<file path="config.mk">
export PLATFORM = sky130hd
export DESIGN_NAME = wavelet_stream_sequencer
export DESIGN_NICKNAME = d
export VERILOG_FILES = /design/src/rtl/wavelet_stream_sequencer.sv
export SDC_FILE = /design/constraint.sdc
export NUM_CORES = 1
export LEC_CHECK = 0
export CAP_MARGIN = 10
export CORE_AREA = 8 8 215 217
export CTS_CLUSTER_DIAMETER = 50
export DETAILED_ROUTE_END_ITERATION = 10
export DIE_AREA = 0 0 223 225
export PLACE_DENSITY = 0.77
export SLEW_MARGIN = 10
export SYNTH_ARGS = -nofsm -noshare
export SYNTH_HDL_FRONTEND = slang
export SYNTH_SLANG_ARGS = --single-unit
</file>
<file path="constraint.sdc">
create_clock -name clk -period 3.2 [get_ports clk]
set_input_delay 0.64 -clock clk [delete_from_list [all_inputs] [get_ports clk]]
set_output_delay 0.64 -clock clk [all_outputs]
set_load 0.05 [all_outputs]
</file>
<file path="src/rtl/wavelet_stream_sequencer.sv">
// Frame sequencer for a baseline-removal datapath: forwards a fixed number of
// beats, counts returned beats, measures first-in to first-out latency.
module wavelet_stream_sequencer #(
  parameter int DATA_WIDTH = 16,
  parameter int LANES      = 16,
  parameter int EXP_LAT    = 155,
  parameter int TIMEOUT    = 308,
  parameter int LEN_W      = 16
) (
  input  logic                        clk,
  input  logic                        rst_n,
  input  logic                        start,
  input  logic                        abort,
  input  logic [LEN_W-1:0]            frame_len,
  input  logic                        src_valid,
  input  logic [DATA_WIDTH*LANES-1:0] src_data,
  output logic                        src_ready,
  output logic                        dut_din_valid,
  output logic [DATA_WIDTH*LANES-1:0] dut_din,
  input  logic                        dut_baseline_valid,
  output logic                        busy,
  output logic                        done,
  output logic [LEN_W-1:0]            out_cnt,
  output logic [15:0]                 latency_meas,
  output logic                        latency_err,
  output logic                        timeout_err
);

  localparam int TO_W = $clog2(TIMEOUT + 1);

  typedef enum logic [1:0] {S_IDLE, S_RUN, S_FLUSH, S_DONE} state_t;

  state_t                        state_q, state_d;
  logic [LEN_W-1:0]              len_q;
  logic [LEN_W-1:0]              in_cnt_q, in_cnt_d;
  logic [LEN_W-1:0]              out_cnt_q, out_cnt_d;
  logic [TO_W-1:0]               idle_q, idle_d;
  logic [15:0]                   lat_cnt_q;
  logic                          lat_run_q;
  logic                          lat_seen_q;
  logic [15:0]                   lat_meas_q;
  logic                          lat_err_q;
  logic                          tout_err_q;
  logic                          src_ready_q;
  logic                          din_valid_q;
  logic [DATA_WIDTH*LANES-1:0]   din_q;
  logic                          busy_q;
  logic                          done_q;

  logic hs;
  logic fwd;
  logic bv_live;
  logic start_ok;
  logic tout_hit;

  assign src_ready     = src_ready_q;
  assign dut_din_valid = din_valid_q;
  assign dut_din       = din_q;
  assign busy          = busy_q;
  assign done          = done_q;
  assign out_cnt       = out_cnt_q;
  assign latency_meas  = lat_meas_q;
  assign latency_err   = lat_err_q;
  assign timeout_err   = tout_err_q;

  always_comb begin
    hs       = src_ready_q & src_valid;
    // A handshake in the abort cycle is dropped so nothing leaks downstream.
    fwd      = hs & ~abort;
    bv_live  = dut_baseline_valid & ((state_q == S_RUN) | (state_q == S_FLUSH));
    start_ok = (state_q == S_IDLE) & start & ~abort & (frame_len != '0);
    in_cnt_d  = hs ? in_cnt_q + LEN_W'(1) : in_cnt_q;
    out_cnt_d = (bv_live && (out_cnt_q < len_q)) ? out_cnt_q + LEN_W'(1) : out_cnt_q;
    idle_d    = ((state_q == S_FLUSH) && !dut_baseline_valid) ? idle_q + TO_W'(1) : '0;
    tout_hit  = 1'b0;
    state_d   = state_q;
    case (state_q)
      S_IDLE:  if (start_ok) state_d = S_RUN;
      S_RUN: begin
        if (abort)                           state_d = S_IDLE;
        else if (hs && (in_cnt_d == len_q))  state_d = S_FLUSH;
      end
      S_FLUSH: begin
        if (abort)                      state_d = S_IDLE;
        else if (out_cnt_d == len_q)    state_d = S_DONE;
        else if (!dut_baseline_valid && (idle_q == TO_W'(TIMEOUT - 1))) begin
          state_d  = S_DONE;
          tout_hit = 1'b1;
        end
      end
      S_DONE:  state_d = S_IDLE;
      default: state_d = S_IDLE;
    endcase
  end

  always_ff @(posedge clk or negedge rst_n) begin
    if (!rst_n) begin
      state_q     <= S_IDLE;
      len_q       <= '0;
      in_cnt_q    <= '0;
      out_cnt_q   <= '0;
      idle_q      <= '0;
      lat_cnt_q   <= '0;
      lat_run_q   <= 1'b0;
      lat_seen_q  <= 1'b0;
      lat_meas_q  <= '0;
      lat_err_q   <= 1'b0;
      tout_err_q  <= 1'b0;
      src_ready_q <= 1'b0;
      din_valid_q <= 1'b0;
      din_q       <= '0;
      busy_q      <= 1'b0;
      done_q      <= 1'b0;
    end else begin
      state_q     <= state_d;
      busy_q      <= (state_d != S_IDLE);
      done_q      <= (state_d == S_DONE);
      idle_q      <= idle_d;
      din_valid_q <= fwd;
      if (fwd) din_q <= src_data;

      if (start_ok) begin
        len_q       <= frame_len;
        in_cnt_q    <= '0;
        out_cnt_q   <= '0;
        lat_cnt_q   <= '0;
        lat_run_q   <= 1'b0;
        lat_seen_q  <= 1'b0;
        lat_meas_q  <= '0;
        lat_err_q   <= 1'b0;
        tout_err_q  <= 1'b0;
        src_ready_q <= 1'b1;
      end else begin
        in_cnt_q    <= in_cnt_d;
        out_cnt_q   <= out_cnt_d;
        src_ready_q <= (state_d == S_RUN) && (in_cnt_d < len_q);
        if (tout_hit) tout_err_q <= 1'b1;
        // Counter reads 0 in the cycle the first beat appears downstream.
        if (fwd && !lat_run_q) begin
          lat_run_q <= 1'b1;
          lat_cnt_q <= '0;
        end else if (lat_run_q && (lat_cnt_q != '1)) begin
          lat_cnt_q <= lat_cnt_q + 16'd1;
        end
        if (bv_live && !lat_seen_q) begin
          lat_seen_q <= 1'b1;
          lat_meas_q <= lat_cnt_q;
          lat_err_q  <= (lat_cnt_q != 16'(EXP_LAT));
        end
      end
    end
  end

endmodule

</file>
==> run metrics, run 1 <==
cells after synthesis=1741; clock-pin transition on the worst setup and hold timing paths=50 ps; DRT Pass-1 Iters=5; Critical Path End Type=flip-flop; final clock skew=22.91 ps; Crit. Startpoint=len_q[13]; cts hold-fix bufs=0; Worst-Margin Slew=775.0 ps; failing checks=negative setup slack; Die Y=roughly 230 um; vias in the first global route=approximately 15000; top-area cell type share of the netlist area=57.66%; origin of the critical flop-to-flop path=len_q[13]; routed vias/inst=4.876; die area=~0.05 mm^2; TritonCTS clock tree=built; CP max stage delay=420 ps; DR vias=14610; max-slew violation count=0; gr ovfl total=0; top cell type by total area after synthesis=dfrtp_1; LEAKAGE=11.66 nW; Crit path max-delay family=compound AO/OA/AOI/OAI gates; Period Utilization, post-route=103.4%; CTS Buf Count=between 40 and 50; status=finished with violations; ranking of synthesized cells by area=dfrtp_1 (58%), nand2_1 (21%), ha_1 (3.1%); Startpoint Class=flip-flop; Synth Register Bits=355; Site Rows=76; Max-slew headroom=between 40% and 50%; f_max=roughly 300 MHz; Avg Cell Area, Syn=about 9 um^2; Layout Utilization=56.82%; initial antenna violation count=16; routability cong.=0.9019; Crit Path Max Fanout=3; Worst path slowest cell=or4_4; clk sinks=355; core area=0.04270 mm^2; Worst R2R Path Depth=14; Placement Setup Slack=-870.5 ps; FILL cells=between 3000 and 4000; Max Cap Viol=0; CP Cell Sequence=inv_2, ha_4, nand4_1, buf_4, nor2_2, a311o_4, or4_4, a221o_1, a2111o_1, nor4_2, nand2_1, a21bo_2, clkinv_2, o211a_1; Post-Syn Nets=2057; placed inst area=0.02258 mm^2; power density cells=1009 mW/mm^2; detailed placer's ending HPWL=45.02 mm; area grow syn2layout=57.47%; Fin Setup TNS=-255.0 ps; worst-case hold slack=101.0 ps; Tot GR Track Use=between 20% and 30%; clock latency on the worst-skew pair=580 ps; Final Hold Viols=0; Post-Route WL=59.63 mm; Max VDD drop=roughly 0.00079 V; routed len/inst=19.90 um; # placed instances=2897; Setup Crit Path Kind=reg -> reg; largest net degree at the start of global routing=approximately 150; crit path DAT=3810 ps; Initial Utilization=a little over a third; CP Depth=14; Worst EP required=3700 ps; CTS root buffer=clkbuf_16; Post-synth EDFFs=0; first-pass GRT wire length=88.89 mm; IO Pins=about 570; 1st-iter DRT viols=around 1100; RSZ-0062 raised after global routing=true; FF+latch area=around 0.0089 mm^2; fin worst setup slack=-109.9 ps; Seq/Total Area, Yosys=just under 60%; share of post-route cells with drive strength above 1=11.01%; async set or reset register ratio after synthesis=100.0%; Synth Warn #=0; residual DRC count=0; Post-Syn Area=0.01541 mm^2; Final Instance Area=0.02426 mm^2; Synth cell types=slightly below 70; Tmin final=3310 ps; H-tree Lvls=2; min-delay worst type=in -> async; Post-Layout Cell Count=2996; antenna viol nets, final=0; IO Port Bufs=between 500 and 600; Total Nets Final=2719; Most used DFF post-synth=dfrtp_1; overall power=24.48 mW; multi-input gate area in the final layout=0.006231 mm^2; die width=roughly 220 um; maximum clock path buffer count=3; CP bufs+invs=3; Setup violations, final=4
## cell families (layout without fill, tap and decap cells)
family,count (synthesis),in the layout,share of synthesized area [%]
and+or+nand+nor,1062,1062,28.17
DFF,355,355,57.66
buffers and inverters,120,813,3.102
adders and majority gates,38,38,3.086
xor gates and xnor gates,55,55,3.216
AOI/OAI and AO/OA,105,105,4.370
other,0,16,0
muxes,6,6,0.3980
## cells in the final DEF, fill, tap and decap left out, drive strengths merged, types with 6 or more instances in the layout
| master | Yosys | routed |
|---|---|---|
| a21oi | 36 | 36 |
| nor3 | 11 | 11 |
| o21ai | 35 | 35 |
| nand2b | 6 | 6 |
| nand3 | 30 | 30 |
| nor4 | 11 | 11 |
| dfrtp | 355 | 355 |
| or2 | 6 | 6 |
| nand2 | 853 | 853 |
| inv | 39 | 46 |
| and3 | 7 | 7 |
| clkdlybuf4s50 | 0 | 570 |
| nor2b | 7 | 7 |
| diode | 0 | 16 |
| xnor2 | 27 | 27 |
| nor2 | 79 | 79 |
| xor2 | 27 | 27 |
| nand4 | 24 | 24 |
| ha | 38 | 38 |
| buf | 7 | 124 |
| clkbuf | 72 | 56 |
| clkinv | 2 | 10 |
## state kept, by name (all words and copies together) (netlist names)
| register | cells |
|---|---|
| busy | 1 |
| done | 1 |
| dut_din | 256 |
| dut_din_valid | 1 |
| idle_q | 9 |
| in_cnt_q | 16 |
| lat_cnt_q | 16 |
| lat_run_q | 1 |
| lat_seen_q | 1 |
| latency_err | 1 |
| latency_meas | 16 |
| len_q | 16 |
| out_cnt | 16 |
| src_ready | 1 |
| state_q | 2 |
| timeout_err | 1 |
## power by group
| group | internal, mW | switching [mW] | leakage [nW] |
|---|---|---|---|
| combinational | 3.85 | 8.44 | 6.35 |
| clock | 3.09 | 2.05 | 0.736 |
| sequential | 6.12 | 0.938 | 4.57 |
| total | 13.0 | 11.4 | 11.7 |
## final cells by class
cell class / instances / share of cell area [%]
flip-flops and latches: 355 / 36.71
repair buffers: 694 / 27.76
multi-input cells: 1266 / 25.68
clock buffers: 56 / 5.101
well taps: 546 / 2.816
clock inverters: 22 / 1.093
inverters: 41 / 0.6705
diodes: 16 / 0.1650
## synthesized netlist by cell type, types with 2 or more instances
cell type,instances
a21oi_1,36
nand4_1,24
o2bb2ai_1,2
xor2_1,27
nand2b_1,6
o21ai_0,34
a21o_1,5
nand2_1,853
and2b_1,2
a31oi_1,2
and2_1,2
and3_1,6
mux2i_1,5
clkbuf_1,71
xnor2_1,27
or3_1,5
a211oi_1,3
a2111o_1,3
ha_1,38
and2b_2,2
nor2b_1,7
nor2_1,78
o2111ai_1,2
clkinv_1,2
and4_1,4
nor4_1,10
buf_6,2
inv_1,39
nand4b_1,2
or4_1,3
a311oi_1,3
buf_2,2
buf_1,3
nor3_1,11
or2_2,5
dfrtp_1,355
nand3_1,29
## layer usage
metal / track usage, % / share of wire, %
met1: 25.20 / 37
met2: 37.78 / 48
met3: 9.434 / 10
met4: 11.30 / 4.6
met5: 0 / 0.015
## repair_timing
item	in CTS	in global routing
setup buffers	1	4
resized for setup	15	17
pin swaps	9	8
setup endpoints to repair	6	6
## final timing paths
check                                to  slack [ps]
max                           src_ready        -110
max reg2reg                   src_ready        -110
min                           len_q[14]         100
max in group asynchronous     src_ready        2220
min in group clk           dut_din[242]         470
min reg2reg                dut_din[242]         470
Power figures use the tool's default switching activity.
==> inputs of run 2 (changes only) <==
--- a/config.mk
+++ b/config.mk
@@ -6,11 +6,11 @@
 export NUM_CORES = 1
 export LEC_CHECK = 0
 export CAP_MARGIN = 10
-export CORE_AREA = 8 8 215 217
+export CORE_AREA = 2 2 222 224
 export CTS_CLUSTER_DIAMETER = 50
 export DETAILED_ROUTE_END_ITERATION = 10
-export DIE_AREA = 0 0 223 225
-export PLACE_DENSITY = 0.77
+export DIE_AREA = 0 0 224 226
+export PLACE_DENSITY = 0.7
 export SLEW_MARGIN = 10
 export SYNTH_ARGS = -nofsm -noshare
 export SYNTH_HDL_FRONTEND = slang
==> run metrics, run 2 (synthesis gave the netlist of run 1 again) <==
DRT Pass-1 Iters=4 (-1); clk sinks=355 (unchanged); fin worst setup slack=-132.5 ps (-22.56 ps); routability cong.=0.8932 (-0.96%); Setup violations, final=3 (-1); final clock skew=12.28 ps (-10.63 ps); routed len/inst=17.83 um (-10%); commonest non-fill, non-tap cell in the layout=nand2_1; Final Hold Viols=0 (unchanged); area grow syn2layout=59.98%; Worst path slowest cell=or4_4; Setup Crit Path Kind=reg -> reg; Crit Path Max Fanout=3 (unchanged); clock latency on the worst-skew pair=560 ps (-20 ps); largest net degree at the start of global routing=131 (-12%); share of post-route cells with drive strength above 1=12.06% (+1.1 points); IO Port Bufs=571 (unchanged); terminus of the critical flop-to-flop path=src_ready; Worst R2R Path Depth=12 (-2); IO Pins=572 (unchanged); FILL cells=4393 (+21%); first-pass GRT wire length=83.83 mm (-5.7%); combinational share of power=49.3% (-0.9 points); Max-slew headroom=51.66% (+3.3 points); DR vias=14450 (-1.1%); Psw=11.31 mW (-1.1%); routed vias/inst=4.662 (-4.4%); Critical Path End Type=flip-flop; Total Nets Final=2741 (+0.81%); antenna viol nets, final=0 (unchanged); Layout Utilization=50.98% (-5.8 points); CP max stage delay=520 ps (+100 ps); die width=224 um (+0.45%); vias in the first global route=14910 (-0.74%); maximum clock path buffer count=3 (unchanged); sequential share of power=28.8% (about the same); clock-pin transition on the worst setup and hold timing paths=60 ps (about the same); core area=0.04834 mm^2 (+13%); overall power=24.59 mW (+0.46%); status=finished with violations; Clk pwr share=21.8% (+0.8 points); crit path DAT=3820 ps (about the same); origin of the critical flop-to-flop path=len_q[1]; Site Rows=81 (+6.6%); placed inst area=0.02281 mm^2 (+1.0%); die area=0.05062 mm^2 (+0.89%); max-slew violation count=0 (unchanged); LEAKAGE=11.81 nW (+1.3%); Fin Setup TNS=-268.9 ps (-13.87 ps); Post-Route WL=55.24 mm (-7.4%); cts hold-fix bufs=0 (unchanged); Max Cap Viol=0 (unchanged); Period Utilization, post-route=104.1% (+0.71 points); power density cells=997.8 mW/mm^2 (-1.1%); # placed instances=2988 (+3.1%); residual DRC count=0 (unchanged); TritonCTS clock tree=built; CTS Buf Count=46 (+2.2%); Final Instance Area=0.02465 mm^2 (+1.6%); Placement Setup Slack=-869.5 ps (+1.047 ps); switch share=45.99% (-0.70 points); failing checks=negative setup slack; 1st-iter DRT viols=839 (-26%); Worst EP required=3690 ps (about the same); min-delay worst type=in -> async; Int Pwr=13.28 mW (+1.8%); commonest non-fill, non-tap cells in the layout=nand2_1 (851), clkdlybuf4s50_1 (570), dfrtp_1 (340); Tmin final=3332 ps (+22.56 ps); R2R setup slack=-130 ps (-20 ps); RSZ-0062 raised after global routing=true; Tot GR Track Use=21.38% (-1.4 points); CTS root buffer=clkbuf_16; Die Y=226 um (+0.44%); Worst-Margin Slew=725.1 ps (-49.95 ps); CP Cell Sequence=inv_2, ha_4, a2111o_1, and3_4, or4_4, a221o_1, a2111o_1, nor4_2, nand2_1, a21bo_2, inv_2, o211a_1; max reg flops=256 (unchanged); worst-case hold slack=61.95 ps (-39.02 ps); H-tree Lvls=2 (unchanged); Max VDD drop=0.0006805 V (-13%); Initial Utilization=31.87% (-4.2 points); gr ovfl total=0 (unchanged); detailed placer's ending HPWL=41.20 mm (-8.5%); initial antenna violation count=15 (-1); Startpoint Class=flip-flop; Post-Layout Cell Count=3099 (+3.4%); f_max=300.1 MHz (-0.68%)
==> run 2: worst max-delay path: cells and delay by family (launching register included) <==
family | cells | cell delay [ps]
DFF | 1 | 390
and+or+nand+nor | 4 | 1010
AOI/OAI and AO/OA | 5 | 1500
adders and majority gates | 1 | 200
buffers and inverters | 2 | 150
==> run 2: worst max-delay path by stage <==
stage	cells past startpoint	to	start	slack, ps
6_report	12	src_ready	len_q[1]	-130
5_1_grt	13	src_ready	len_q[13]	-360
4_1_cts	12	src_ready	out_cnt[9]	-140
3_5_place_dp	19	src_ready	src_valid	-870
3_3_place_gp	19	src_ready	src_valid	-770
2_1_floorplan	12	src_ready	out_cnt[14]	-230
==> run 2: final cells by class <==
cell class              count  area (um^2)  share of cell area (%)
clock buffers              61         1331                   5.402
inverters                  41        161.4                  0.6549
flip-flops and latches    355         8905                   36.13
repair buffers            715         6914                   28.05
clock inverters            24        275.3                   1.117
diodes                     15        37.54                  0.1523
well taps                 622        778.2                   3.158
multi-input cells        1266         6243                   25.33
==> run 2: metal layers <==
| metal | GRT usage [%] | wire length [um] |
|---|---|---|
| met3 | 7.572 | 4742 |
| met1 | 24.85 | 21270 |
| met5 | 0 | 0 |
| met4 | 11.46 | 2654 |
| met2 | 34.65 | 26580 |
==> run 2: power by group through the flow <==
stage	Clock (mW)	Sequential, mW	Combinational, mW
after detailed placement	0	7.09	12.1
after global routing	5.71	7.28	12.8
final	5.37	7.09	12.1
after global placement	0	7.04	12.0
after floorplan	0	12.5	1.80
after CTS	5.50	7.08	12.2
==> run 2: timing repair <==
| item | in CTS | in global routing |
|---|---|---|
| setup endpoints to repair | 6 | 6 |
| pin swaps | 10 | 11 |
| endpoints found under the hold margin | 0 | 0 |
| gates resized for setup | 15 | 16 |
| setup buffers | 9 | 2 |
==> inputs of run 3 (changes only) <==
--- a/config.mk
+++ b/config.mk
@@ -11,7 +11,6 @@
 export DETAILED_ROUTE_END_ITERATION = 10
 export DIE_AREA = 0 0 224 226
 export PLACE_DENSITY = 0.7
-export SLEW_MARGIN = 10
 export SYNTH_ARGS = -nofsm -noshare
 export SYNTH_HDL_FRONTEND = slang
 export SYNTH_SLANG_ARGS = --single-unit
==> constraint.sdc (replaced) <==
create_clock -name clk -period 3.2 [get_ports clk]
set_input_delay 0.64 -clock clk [delete_from_list [all_inputs] [get_ports clk]]
set_output_delay 0.64 -clock clk [all_outputs]
set_load 0.01 [all_outputs]
==> run metrics, run 3 (synthesis gave the netlist of run 1 again) <==
share of post-route cells with drive strength above 1=11.49% (-0.57 points); fin worst setup slack=-234.2 ps (-101.7 ps); Setup Crit Path Kind=reg -> reg; power density cells=809.9 mW/mm^2 (-19%); Crit Path Max Fanout=4 (+1); TritonCTS clock tree=built; clock-pin transition on the worst setup and hold timing paths=50 ps (about the same); vias in the first global route=15000 (+0.64%); largest net degree at the start of global routing=126 (-3.8%); Max VDD drop=0.0006045 V (-11%); combinational share of power=37.2% (-12 points); max-slew violation count=0 (unchanged); crit path DAT=3920 ps (+100 ps); CP max stage delay=470 ps (-50 ps); H-tree Lvls=2 (unchanged); detailed placer's ending HPWL=41.36 mm (+0.39%); terminus of the critical flop-to-flop path=done; CP Cell Sequence=ha_1, a21oi_1, nand3_1, buf_4, a2111oi_0, buf_4, nand3_1, a211oi_1, nand4_1, nor4_2, nand2_2, a21bo_4, nor3_2; worst-case hold slack=58.50 ps (-3.454 ps); final clock skew=14.56 ps (+2.282 ps); Crit. Startpoint=out_cnt[7]; status=finished with violations; min-delay worst type=in -> async; initial antenna violation count=11 (-4); IO Port Bufs=571 (unchanged); Worst R2R Path Depth=13 (+1); Final Hold Viols=0 (unchanged); Critical Path End Type=flip-flop; DRT Pass-1 Iters=4 (unchanged); Period Utilization, post-route=107.3% (+3.2 points); clk sinks=355 (unchanged); Initial Utilization=31.87% (unchanged); Tmin final=3434 ps (+101.7 ps); antenna viol nets, final=0 (unchanged); Psw=6.531 mW (-42%); failing checks=negative setup slack; CTS root buffer=clkbuf_16; Worst EP required=3690 ps (about the same); Startpoint Class=flip-flop; overall power=19.93 mW (-19%); max reg flops=256 (unchanged); Fin Setup TNS=-840.2 ps (-571.3 ps); Die Y=226 um (unchanged); Final Instance Area=0.02460 mm^2 (-0.18%); switch share=32.78% (-13 points); residual DRC count=0 (unchanged); origin of the critical flop-to-flop path=out_cnt[7]; die area=0.05062 mm^2 (unchanged); Worst-Margin Slew=684.8 ps (-40.29 ps); R2R setup slack=-230 ps (-100 ps); placed inst area=0.02269 mm^2 (-0.53%); Layout Utilization=50.89% (-0.093 points); IO Pins=572 (unchanged); f_max=291.2 MHz (-3.0%); commonest non-fill, non-tap cells in the layout=nand2_1 (850), clkdlybuf4s50_1 (569), dfrtp_1 (348); LEAKAGE=11.77 nW (-0.34%); first-pass GRT wire length=85.36 mm (+1.8%); Max Cap Viol=0 (unchanged); Clk pwr share=27.4% (+5.6 points); Total Nets Final=2724 (-0.62%); Tot GR Track Use=21.75% (+0.38 points); Post-Route WL=56.10 mm (+1.5%); DR vias=14340 (-0.75%); CTS Buf Count=49 (+6.5%); 1st-iter DRT viols=947 (+13%); area grow syn2layout=59.68%; Site Rows=81 (unchanged); Int Pwr=13.39 mW (+0.84%); Worst path slowest cell=dfrtp_1; routed vias/inst=4.656 (-0.11%); gr ovfl total=0 (unchanged); routability cong.=0.9402 (+5.3%); maximum clock path buffer count=3 (unchanged); RSZ-0062 raised after global routing=true; core area=0.04834 mm^2 (unchanged); clock latency on the worst-skew pair=570 ps (about the same); sequential share of power=35.4% (+6.6 points); cts hold-fix bufs=0 (unchanged); Setup violations, final=6 (+3); commonest non-fill, non-tap cell in the layout=nand2_1; routed len/inst=18.22 um (+2.2%); die width=224 um (unchanged); Max-slew headroom=54.35% (+2.7 points)
run 3: cell count changes in the layout (fill, tap and decap cells not counted), sizes merged:
cell and delta:
buf -20, clkinvlp -1, diode -3, clkinv -4, clkbuf +7, clkdlybuf4s50 -1, bufinv -1, inv +2
dlymetal6s2s +1
run 3: cell type report:
class	instances	area, um^2
Timing Repair Buffer	695	6770
Fill cell	4433	23740
Clock inverter	20	224.0
Clock buffer	68	1430
Inverter	41	161.4
Multi-Input combinational cell	1266	6315
Tap cell	622	778.2
Antenna cell	12	30.03
Sequential cell	355	8892
run 3: per-stage QoR:
step                setup slack (ps)  cells
finish                        -234.2   3079
global route                  -439.6   3079
CTS                           -234.2   3064
detailed placement            -778.2   2973
global placement              -738.1   2973
floorplan                     -95.36   1741
run 3: metal layers:
layer / GRT usage (%) / part of all wire, %
met1: 24.97 / 39
met2: 36.35 / 49
met3: 9.029 / 9.3
met4: 7.978 / 3.1
met5: 0 / 0
run 3: critical path: cells and delay by family, from the launching register on:
| family | cells | cell delay, ps |
|---|---|---|
| AO/OA/AOI/OAI | 4 | 1110 |
| AND/OR/NAND/NOR | 6 | 1010 |
| flip-flops | 1 | 470 |
| adder cells (fa/ha/maj) | 1 | 380 |
| buffers and inverters | 2 | 380 |
run 3: power by group through the flow:
stage,Sequential (mW),Combinational (mW),Clock [mW]
floorplan,7.76,1.79,0
global placement,7.01,7.30,0
detailed placement,7.06,7.36,0
CTS,7.06,7.43,5.61
global route,7.27,8.03,5.82
finish,7.05,7.40,5.47
run 3: worst max path at each step:
| stage | slack [ps] | to |
|---|---|---|
| finish | -230 | done |
| global route | -440 | done |
| CTS | -230 | done |
| detailed placement | -780 | src_ready |
| global placement | -740 | src_ready |
| floorplan | -100 | src_ready |
run 3: what timing repair did:
action,4_1_cts,5_1_grt
pin swaps,2,14
resized for setup,3,37
cloned,0,0
buffers inserted,3,3
endpoints found under the setup margin,6,6
